### src/rtl/dqsw_train_ctrl.sv
// dqsw_train_ctrl: DDR3 write-leveling sweep that steps the DQSW delay line until a stable 0->1 feedback transition
module dqsw_train_ctrl #(
  parameter int MAX_TAPS      = 128,
  parameter int SETTLE_CYCLES = 8,
  parameter int SAMPLES       = 4
) (
  input  logic       FAB_CLK,
  input  logic       RESET,
  input  logic       TRAIN_START,
  input  logic [1:0] RX_DATA,
  input  logic       DELAY_LINE_OUT_OF_RANGE,
  output logic       DELAY_LINE_LOAD,
  output logic       DELAY_LINE_MOVE,
  output logic       DELAY_LINE_DIRECTION,
  output logic       EYE_MONITOR_CLEAR_FLAGS,
  output logic       TRAIN_BUSY,
  output logic       TRAIN_DONE,
  output logic       TRAIN_ERR,
  output logic [7:0] TAP_COUNT
);
  typedef enum logic [2:0] {IDLE, LOAD, SETTLE, SAMPLE, EVAL, STEP, DONE, ERROR} state_t;
  localparam logic [15:0] SETTLE_LAST = 16'(SETTLE_CYCLES - 1);
  localparam logic [15:0] SAMPLE_LAST = 16'(SAMPLES - 1);
  localparam logic [7:0]  TAP_LAST    = 8'(MAX_TAPS - 1);
  state_t      state;
  logic [1:0]  rx_q;
  logic [15:0] cnt;
  logic        seen_zero, all_one, all_zero;
  assign DELAY_LINE_DIRECTION = 1'b1;
  always_ff @(posedge FAB_CLK) begin
    if (RESET) begin
      state                   <= IDLE;
      rx_q                    <= 2'b00;
      cnt                     <= 16'd0;
      seen_zero               <= 1'b0;
      all_one                 <= 1'b0;
      all_zero                <= 1'b0;
      DELAY_LINE_LOAD         <= 1'b0;
      DELAY_LINE_MOVE         <= 1'b0;
      EYE_MONITOR_CLEAR_FLAGS <= 1'b0;
      TRAIN_BUSY              <= 1'b0;
      TRAIN_DONE              <= 1'b0;
      TRAIN_ERR               <= 1'b0;
      TAP_COUNT               <= 8'd0;
    end else begin
      rx_q                    <= RX_DATA;
      DELAY_LINE_LOAD         <= 1'b0;
      DELAY_LINE_MOVE         <= 1'b0;
      EYE_MONITOR_CLEAR_FLAGS <= 1'b0;
      if (DELAY_LINE_OUT_OF_RANGE && (state == SETTLE || state == SAMPLE || state == EVAL)) begin
        state      <= ERROR;
        TRAIN_BUSY <= 1'b0;
        TRAIN_ERR  <= 1'b1;
      end else begin
        case (state)
          IDLE, DONE, ERROR: if (TRAIN_START) begin
            state                   <= LOAD;
            DELAY_LINE_LOAD         <= 1'b1;
            EYE_MONITOR_CLEAR_FLAGS <= 1'b1;
            TRAIN_BUSY              <= 1'b1;
            TRAIN_DONE              <= 1'b0;
            TRAIN_ERR               <= 1'b0;
            TAP_COUNT               <= 8'd0;
            seen_zero               <= 1'b0;
          end
          LOAD: begin
            state <= SETTLE;
            cnt   <= 16'd0;
          end
          SETTLE: begin
            cnt      <= cnt == SETTLE_LAST ? 16'd0 : cnt + 16'd1;
            state    <= cnt == SETTLE_LAST ? SAMPLE : SETTLE;
            all_one  <= 1'b1;
            all_zero <= 1'b1;
          end
          SAMPLE: begin
            cnt      <= cnt + 16'd1;
            state    <= cnt == SAMPLE_LAST ? EVAL : SAMPLE;
            all_one  <= all_one & (rx_q == 2'b11);
            all_zero <= all_zero & (rx_q == 2'b00);
          end
          EVAL: begin
            if (all_one && seen_zero) begin
              state      <= DONE;
              TRAIN_BUSY <= 1'b0;
              TRAIN_DONE <= 1'b1;
            end else begin
              if (all_zero)
                seen_zero <= 1'b1;
              if (TAP_COUNT == TAP_LAST) begin
                state      <= ERROR;
                TRAIN_BUSY <= 1'b0;
                TRAIN_ERR  <= 1'b1;
              end else begin
                state                   <= STEP;
                DELAY_LINE_MOVE         <= 1'b1;
                EYE_MONITOR_CLEAR_FLAGS <= 1'b1;
              end
            end
          end
          STEP: begin
            state     <= SETTLE;
            cnt       <= 16'd0;
            TAP_COUNT <= TAP_COUNT == 8'd255 ? 8'd255 : TAP_COUNT + 8'd1;
          end
          default: state <= IDLE;
        endcase
      end
    end
  end
endmodule

### config.mk
export PLATFORM = sky130hd
export DESIGN_NAME = dqsw_train_ctrl
export DESIGN_NICKNAME = d
export VERILOG_FILES = /design/src/rtl/dqsw_train_ctrl.sv
export SDC_FILE = /design/constraint.sdc
export NUM_CORES = 1
export LEC_CHECK = 0
export BUFFER_PORTS_ARGS = -buffer_cell sky130_fd_sc_hd__buf_2
export CAP_MARGIN = 20
export CORE_UTILIZATION = 45
export DETAILED_ROUTE_END_ITERATION = 10
export PLACE_DENSITY = 0.71
export SYNTH_ARGS = -nofsm -noshare
export SYNTH_HDL_FRONTEND = slang
export SYNTH_SLANG_ARGS = --single-unit
### constraint.sdc
create_clock -name FAB_CLK -period 2.2 [get_ports FAB_CLK]
set_clock_uncertainty 0.2 [all_clocks]
set_input_delay 0.44 -clock FAB_CLK [delete_from_list [all_inputs] [get_ports FAB_CLK]]
set_output_delay 0.44 -clock FAB_CLK [all_outputs]
set_load 0.1 [all_outputs]
==> qor.txt <==
Startpoint Class = flop
Synthesized flop and latch total = 38
CTS Buf Count = 5
Routed len/inst = 13.12 microns
Setup crit end kind = flop
RR Endpoint = cnt[12]
I/O pin cnt = 21
Critical path arrival = 1.98 ns
GR Overflow Total = 0
Die Wd = 66.95 microns
Status = finished clean
Fin worst setup slack = 0.2423 ns
H-tree levels = 2
Crit Path Class = reg -> reg
Fin cells = 305
Layout fillers = 399
Vias = 1742
Post-cts sizing count = 0
NetSw = 0.5038 mW
Combinational share of power = 22.8%
Commonest register cell after synthesis = dfxtp_1
Height of the die = 66.95 microns
Synth Area per Inst = 8.181 sq um
Multi-input combinational cell area = 0.001045 sq mm
Sw Share = 32.56%
CTS Buffer Depth = 2
Utilization after layout = 53.17%
Number of diodes = 0
Cell row count = 23
Gpl congestion = 0.8461
Synth Instances = 232
Port bufs = 19
DP Worst Slack = 0.08805 ns
Reg2Reg Depth = 4
Via/cell ratio = 5.711
Tot GR Track Use = 20.48%
Initial antenna violation count = 0
Final hold vios = 0
Clk pwr share = 28.4%
Yosys Warn Count = 0
Remaining DRCs = 0
Largest net degree at the start of global routing = 21
Endpoints failing setup = 0
Async set-reset flop share out of synthesis = 0%
Peak supply drop = 0.6617 mV
Slew Limit Fails = 0
CTS root buffer = clkbuf_8
Critical path data required time = 2.22 ns
Pre-antenna DRT Iters = 4
Pwr dens = 722.3 mW/mm^2
Total core area = 0.004029 sq mm
Hold Buf Count CTS = 0
First-pass GRT wire length = 6.989 mm
# Max-Cap Violations = 0
Clk sinks = 38
Area grow syn2layout = 12.85%
Hold_sp = RX_DATA[1]
Post-synth design cell area = 0.001898 sq mm
Crit path max fanout = 8
Seq/Total Area, Yosys = 40.08%
Starting DRC count in detailed routing = 134
Register area = 767.0 sq um
Post-CTS setup buffer count = 0
Peak Freq = 510.8 MHz
Setup TNS = 0 ns
Distinct cells, synth = 47
Hold depth = 2
Worst Hold Class = in -> reg
Pin slew with the least headroom to its limit = 0.6093 ns
Final min period = 1.958 ns
RSZ-0062 raised after global routing = no
Starting Density = 47.11%
Max-Slew Margin vs Limit = 59.06%
Final nets = 263
Setup slack, reg-to-reg = 0.24 ns
Syn Nets = 240
P_int = 1.043 mW
Hold Path Sink = rx_q[1]
Clk_lat worst skew = 0.28 ns
Routed Antenna Nets = 0
Final wirelength = 4.002 mm
Die footprint = 0.004482 sq mm
CTS tree = yes
HPWL after DPL = 2.938 mm
CTS clk-pin slew, worst paths = 0.07 ns
Vias in the first global route = 1596
Critical R2R Launch = state[1]
Leakage power = 0.8004 nW
Period utilization = 88.99%
Post-synth EDFFs = 0
Number of placed instances, taps included = 298
Final hold slack = 0.1620 ns
Layout cells sized above 1 = 18.43%
Seq pwr share = 48.8%
-- metrics by stage --
stage / power (mW) / area (sq um)
final: 1.547 / 2142
after global routing: 1.626 / 2142
after CTS: 1.566 / 2142
after detailed placement: 1.123 / 2063
after global placement: 1.119 / 2063
after floorplan: 1.053 / 1904
-- how the worst max path moves through the flow --
stage                       endpoint               startpoint
after floorplan           TRAIN_BUSY             TAP_COUNT[5]
after global placement       cnt[12]  DELAY_LINE_OUT_OF_RANGE
after detailed placement     cnt[12]  DELAY_LINE_OUT_OF_RANGE
after CTS                    cnt[12]                 state[1]
after global routing      TRAIN_BUSY             TAP_COUNT[0]
final                        cnt[12]                 state[1]
-- per-layer routing --
| layer | track usage [%] | routed length [microns] | vias up |
|---|---|---|---|
| li1 | - | - | 889 |
| met1 | 26.93 | 1989 | 807 |
| met2 | 32.58 | 1800 | 40 |
| met3 | 4.623 | 154 | 6 |
| met4 | 6.915 | 58 | 0 |
| met5 | 0 | 0 | - |
-- registers in the layout (all words and copies together), names as in the netlist --
name	cells
seen_zero	1
DELAY_LINE_MOVE	1
TRAIN_BUSY	1
TRAIN_ERR	1
all_one	1
DELAY_LINE_LOAD	1
TAP_COUNT	8
rx_q	2
all_zero	1
TRAIN_DONE	1
EYE_MONITOR_CLEAR_FLAGS	1
state	3
cnt	16
-- power by group through the flow --
| stage | Sequential (mW) | Combinational [mW] | Clock [mW] |
|---|---|---|---|
| after floorplan | 0.861 | 0.192 | 0 |
| after global placement | 0.769 | 0.349 | 0 |
| after detailed placement | 0.771 | 0.352 | 0 |
| after CTS | 0.755 | 0.354 | 0.457 |
| after global routing | 0.760 | 0.383 | 0.482 |
| final | 0.756 | 0.353 | 0.439 |
-- layout by cell type, fill, tap and decap left out, types with 2 or more instances in the layout --
master,instances
nand3_1,9
o21ai_0,22
nand2b_1,3
dfxtp_1,33
nand2_1,18
o31ai_1,4
o2111a_1,2
dfxtp_2,5
nor2b_1,5
o2111ai_1,3
or2_2,2
clkbuf_8,5
and2_1,2
nor4b_1,2
a31oi_1,3
and3_1,5
buf_2,19
o211ai_1,3
inv_1,9
nor3_1,7
xor2_1,6
clkinv_2,2
a21oi_1,23
or3_1,6
nor4_1,4
or4_1,3
nor2_1,19
buf_4,8
and4_1,2
ha_1,2
-- synthesized netlist by cell type, drive strengths merged, types with 6 or more instances --
master	number	share of area (%)
nand2	18	3.6
a21oi	23	6.1
nand3	9	2.4
dfxtp	38	40
nor3	7	1.8
inv	9	1.8
xor2	6	2.8
nor2	19	3.8
o21ai	23	6.3
or3	6	2.0
buf	6	2.1
-- cell type report --
class                   count  share of cell area [%]
clock buffers               5                   3.213
clock inverters             2                  0.4673
inverters                   9                   1.577
multi-input cells         174                   48.77
flip-flops and latches     38                   35.81
well taps                  50                   2.921
repair buffers             27                   7.243
-- worst max-delay path: stages (launching register included) --
cell      delay, ns
dfxtp_1        0.41
nor3b_2        0.41
o211ai_1       0.27
or4_1          0.45
a21oi_1        0.15
-- cells by family after synthesis --
kind of cell | synth area share (%)
xor gates and xnor gates | 3.230
AOI/OAI and AO/OA | 23.01
muxes | 0.5274
and+or+nand+nor | 26.76
other | 0.1976
buffers and inverters | 4.878
adders and majority gates | 1.318
DFF | 40.08
Note: power is estimated with default switching activity, not from simulation.
